[src/rtl/instr_fetch_unit.sv]
// RV32I fetch stage: owns the PC, keeps one request outstanding to instruction memory and
// registers the returned word into a single-entry output slot that decode drains.
module instr_fetch_unit #(
  parameter int              XLEN      = 32,
  parameter logic [XLEN-1:0] RESET_PC  = '0,
  parameter logic [31:0]     NOP_INSTR = 32'h0000_0013
) (
  input  logic            clk,
  input  logic            rst_n,
  output logic            imem_req,
  output logic [XLEN-1:0] imem_addr,
  input  logic            imem_ready,
  input  logic            imem_rvalid,
  input  logic [31:0]     imem_rdata,
  input  logic            redirect_valid,
  input  logic [XLEN-1:0] redirect_pc,
  input  logic            id_stall,
  output logic            if_valid,
  output logic [31:0]     if_instr,
  output logic [6:0]      if_opcode,
  output logic [XLEN-1:0] if_pc,
  output logic [XLEN-1:0] if_pc_plus4,
  output logic            misalign_err
);

  typedef enum logic [1:0] {IDLE, REQ, WAIT} state_t;

  state_t          state, state_next;
  logic [XLEN-1:0] pc;
  logic            kill;
  logic [31:0]     instr_q;
  logic            hs;
  logic            consume;

  assign hs          = imem_req && imem_ready;
  assign consume     = if_valid && !id_stall;
  assign imem_addr   = pc;
  assign if_instr    = if_valid ? instr_q : NOP_INSTR;
  assign if_opcode   = if_instr[6:0];
  assign if_pc_plus4 = if_pc + XLEN'(4);

  // A redirect never changes the state sequence; it only retargets pc and marks
  // an in-flight request for dropping via kill.
  always_comb begin
    state_next = state;
    imem_req   = 1'b0;
    case (state)
      IDLE: state_next = REQ;
      REQ: begin
        imem_req = !if_valid || !id_stall;
        if (imem_req && imem_ready) state_next = WAIT;
      end
      WAIT: if (imem_rvalid) state_next = REQ;
      default: state_next = IDLE;
    endcase
  end

  always_ff @(posedge clk) begin
    if (!rst_n) state <= IDLE;
    else        state <= state_next;
  end

  always_ff @(posedge clk) begin
    if (!rst_n) begin
      pc           <= RESET_PC;
      kill         <= 1'b0;
      if_valid     <= 1'b0;
      if_pc        <= RESET_PC;
      instr_q      <= NOP_INSTR;
      misalign_err <= 1'b0;
    end else begin
      misalign_err <= 1'b0;
      if (consume) if_valid <= 1'b0;
      if (redirect_valid) begin
        pc           <= {redirect_pc[XLEN-1:2], 2'b00};
        misalign_err <= |redirect_pc[1:0];
        if_valid     <= 1'b0;
        if (state == REQ && hs) kill <= 1'b1;
        else if (state == WAIT) kill <= !imem_rvalid;  // same-cycle response is dropped outright
      end else if (state == WAIT && imem_rvalid) begin
        if (kill) begin
          kill <= 1'b0;
        end else begin
          instr_q  <= imem_rdata;
          if_pc    <= pc;
          if_valid <= 1'b1;
          pc       <= pc + XLEN'(4);
        end
      end
    end
  end

endmodule

[config.mk]
export PLATFORM = sky130hd
export DESIGN_NAME = instr_fetch_unit
export DESIGN_NICKNAME = d
export VERILOG_FILES = /design/src/rtl/instr_fetch_unit.sv
export SDC_FILE = /design/constraint.sdc
export NUM_CORES = 1
export LEC_CHECK = 0
export CAP_MARGIN = 20
export CORE_MARGIN = 2
export CORE_UTILIZATION = 44
export CTS_CLUSTER_DIAMETER = 80
export DETAILED_ROUTE_END_ITERATION = 10
export GPL_ROUTABILITY_DRIVEN = 0
export HOLD_SLACK_MARGIN = 0.05
export PLACE_DENSITY = 0.87
export SYNTH_ARGS = -nofsm -noshare
export SYNTH_HDL_FRONTEND = slang
export SYNTH_SLANG_ARGS = --single-unit
[constraint.sdc]
create_clock -name clk -period 2.4 [get_ports clk]
set_input_delay 0.36 -clock clk [delete_from_list [all_inputs] [get_ports clk]]
set_output_delay 0.36 -clock clk [all_outputs]
set_load 0.01 [all_outputs]
[Yosys cells after proc, flatten, opt, wreduce, memory -nomap -nowiden]
Index checks and enable logic that the tools add are counted.
Operators by class
  add/sub/neg operators: 2
  equal/unequal tests: 6
  multiplexer cells: 15
  bitwise operators: 3
  reductions and logical operators: 19
Operators with widths (number)
  $mux W32: 4
  $add A32 B3 Y32 const B: 2
  $reduce_and A2 Y1: 5
  $mux W1: 8
  $ne A2 B2 Y1 const B: 3
  $pmux W2 S3: 1
  $logic_and A1 B1 Y1: 5
  $mux W2: 2
  $reduce_or A2 Y1: 2
  $logic_not A1 Y1: 3
  $ne A3 B1 Y1 const B: 1
  $not A1 Y1: 3
  $reduce_and A3 Y1: 1
  $eq A2 B1 Y1 const B: 1
  $eq A2 B2 Y1 const B: 1
  $logic_not A2 Y1: 1
  $reduce_bool A2 Y1: 1
  $logic_or A1 B1 Y1: 1
Storage, ports and cells
  bits in registers: 101
  input port bits: 70
  output and inout port bits: 138
  word-level logic and storage cells: 53

[Depth between registers and ports, before layout]
  depth in word-level cells: 7
  gate-level depth with buffers: 6

[Least setup slack after synthesis]
No wires, ideal clock.
  path type: flip-flop to output port
  from: reg if_pc[2]
  to: out if_pc_plus4[22]
  arrival time: 1.689 ns
  required time: 2.040 ns
  path slack: 0.351 ns
  cell stages (with the launch flop): 6
  path buffers: 0
  path through: dfxtp_1 > ha_1 > nand3_1 > nor4_2 > nand4_1 > xnor2_1
Between the ends
  word-level cells in the longest chain between the ends: 1
RTL lines
  from (decl): line 21  | output logic [XLEN-1:0] if_pc,
  from (signal assigned): line 85  | if_pc <= pc;
  $add A32 B3 Y32: line 40  | assign if_pc_plus4 = if_pc + XLEN'(4);
  to (decl): line 22  | output logic [XLEN-1:0] if_pc_plus4,
No other way between the ends.

[Final worst setup path]
  from: reg if_pc[3]
  to: out if_pc_plus4[26]
The elaborated chain is that of the path after synthesis.

==> flow_summary.yaml <==
clock_tree:
  cts_sinks: 97
  cts_root_buf: "clkbuf_16"
  cts_buffers: 9
  cts_tree: "done"
  hold_buffers: 0
  path_clk_slew_ns: 0.07
  cts.htree.levels: 3
  clock_latency_ns: 0.34
  cts_buffer_depth: 2
critical_path:
  critical_path.max_fanout: 5
  cp.arrival_ns: 1.96
  crit_buf_inv: 3
  crit_path_top_delay_cell: "dfxtp_4"
  crit_path_end_kind: "output port"
  max_stage_delay_ns: 0.38
  critPathKind: "register to output port"
  crit_family: "simple AND/OR/NAND/NOR gates"
  startpoint_type: "register"
  crit_required_ns: 2.04
  crit_chain: "ha_4 -> nand3_4 -> nor4_4 -> buf_4 -> buf_6 -> nand4_1 -> xnor2_1 -> buf_2"
placement:
  io_buffers: 201
  hpwl_um: 11810
  place_inst: 1006
global_route:
  track_usage_pct: 24.47
  grt_max_degree: 57
  antenna_found_initial: 0
  grt_pass1_wl_um: 25350
  grt_pass1_vias: 5151
  gr-total-overflow: 0
synth:
  netlist_top_cells_count: "nand2_1 (150), dfxtp_1 (97), a21boi_0 (60)"
  synth_area_leaders: "dfxtp_1 (38%), nand2_1 (11%), a21boi_0 (8.7%)"
  synth-seq-cells: 97
  syn_area_um2: 5152
  syn_area_per_cell_um2: 7.842
  synthArstFlopShare_pct: 0
  ys_warn_count: 0
  synth_edf_count: 0
  ys_seq_area_share_pct: 37.69
  synthCells: 657
  yosysMostFrequentCell: "nand2_1"
  synth_cell_types: 50
  netlist.area_leader.share_pct: 37.69
  yosysTopAreaCell: "dfxtp_1"
  synth_ff_type: "dfxtp_1"
power_and_ir_drop:
  p_leak_nw: 2.984
  peakVddDrop_mv: 0.4630
  power.density_nw_per_um2: 455.6
layout:
  drive_above_1_share_pct: 11.96
  instances_no_fill: 1029
  synthToLayoutAreaGrowth_pct: 54.37
  nets: 953
  n_antenna_cell: 0
  fillCellCount: 932
sta:
  tightest_slew_ns: 0.5183
  slew_viol_final: 0
  clock-skew-final_ns: 0.008662
  rsz0062_at_grt: "yes"
  min_period_ns: 2.322
  hold_viol: 0
  slew_headroom_pct: 65.16
  tns_ns: 0
  fmax_mhz: 430.7
  setup_violations: 0
  period_share_pct: 96.74
detailed_routing:
  wl_per_cell_um: 15.54
  vias_per_cell: 5.343
  vias: 5498
  ant_nets: 0
  drt-initial-drc-count: 393
  wl_um: 15990
  dr.pass1.iters: 5
  drc: 0
run_status:
  status: "finished, final reports clean"
floorplanning:
  io_pins: 208
  dieHeight_um: 112.2
  start_util_pct: 45.12
  fp.coreArea_um2: 11420
  die_x_um: 112.2
  die_area_um2: 12590
  rows: 39
hold_path:
  worstHoldPathType: "primary input to register"
run:
  drv_cap: 0
## layout by cell type, fill, tap and decap left out, types with 6 or more instances in the layout
master and instances:
and2_1 34, clkdlybuf4s50_1 177, xnor2_1 30, o21ai_0 17, a21oi_1 12, a31oi_1 11, dlygate4sd2_1 12, o31ai_1 7
or4_1 7, inv_1 12, nand4_1 31, nor4_1 9, a21boi_0 60, nand2_1 149, nor3_1 8, buf_4 57
nor2_1 15, dfxtp_1 93, conb_1 6, nand2b_1 8, clkbuf_16 9, xor2_1 8, nand3_1 26
## final timing paths
kind                      from         endpoint  slack (ns)  cells after the start
hold / removal           rst_n    imem_addr[17]        0.35                      2
setup reg to reg  imem_addr[8]    imem_addr[26]        0.20                      4
hold reg to reg     instr_q[8]       instr_q[8]        0.46                      2
setup / recovery      if_pc[3]  if_pc_plus4[26]        0.08                      8
## cell families (layout without fill, tap and decap cells)
logic type	after synthesis	after routing	share of synthesized area [%]
flip-flops	97	97	37.69
other	1	6	0.07278
XOR/XNOR	38	38	6.459
AO/OA/AOI/OAI	131	131	18.14
adder cells (fa/ha/maj)	2	2	0.4856
AND/OR/NAND/NOR	321	321	31.23
buffers and inverters	67	291	5.925
## routing by layer
metal,vias up,GRT usage [%],part of all wire [%]
met5,-,0,0
met4,0,8.455,2.4
met3,34,3.618,7.1
met2,220,41.57,49
met1,2518,31.88,42
li1,2726,-,-
## report_power, final
group	total [mW]	internal, mW	switching, mW
registers	1.72	1.65	0.0660
clock network	1.46	0.844	0.618
logic	0.442	0.259	0.183
total	3.62	2.76	0.866
## repair_timing
action                     CTS  global route
gates resized for setup     28            24
pin swaps                    3             6
gates cloned                 0             0
setup endpoints to repair   21            12
setup buffers                5             2
## through the flow
step / util (%) / instance area, um2 / power [mW] / hold WS, ns / setup WS [ns]
2_1_floorplan: - / 5171 / 1.926 / 0.4316 / 0.3509
3_3_place_gp: 66.15 / 7553 / 2.188 / 0.4399 / 0.06955
3_5_place_dp: 66.15 / 7553 / 2.193 / 0.4485 / 0.02118
4_1_cts: 69.23 / 7905 / 3.647 / 0.3333 / -0.002273
5_1_grt: 69.66 / 7954 / 3.770 / 0.3524 / -0.07594
6_report: 69.66 / 7954 / 3.624 / 0.3493 / 0.07818
## state kept, by name, indices dropped and copies added (netlist names)
| register | cells |
|---|---|
| if_valid | 1 |
| kill | 1 |
| if_pc | 30 |
| instr_q | 32 |
| state | 2 |
| misalign_err | 1 |
| imem_addr | 30 |
## layout make-up
| type | count | area, um2 | area share (%) |
|---|---|---|---|
| clock buffers | 11 | 242.7 | 3.052 |
| clock inverters | 5 | 63.81 | 0.8023 |
| inverters | 13 | 48.80 | 0.6135 |
| multi-input cells | 498 | 2992 | 37.61 |
| flip-flops and latches | 97 | 1952 | 24.54 |
| well taps | 143 | 178.9 | 2.249 |
| repair buffers | 262 | 2476 | 31.13 |
Note: power is estimated with default switching activity, not from simulation.
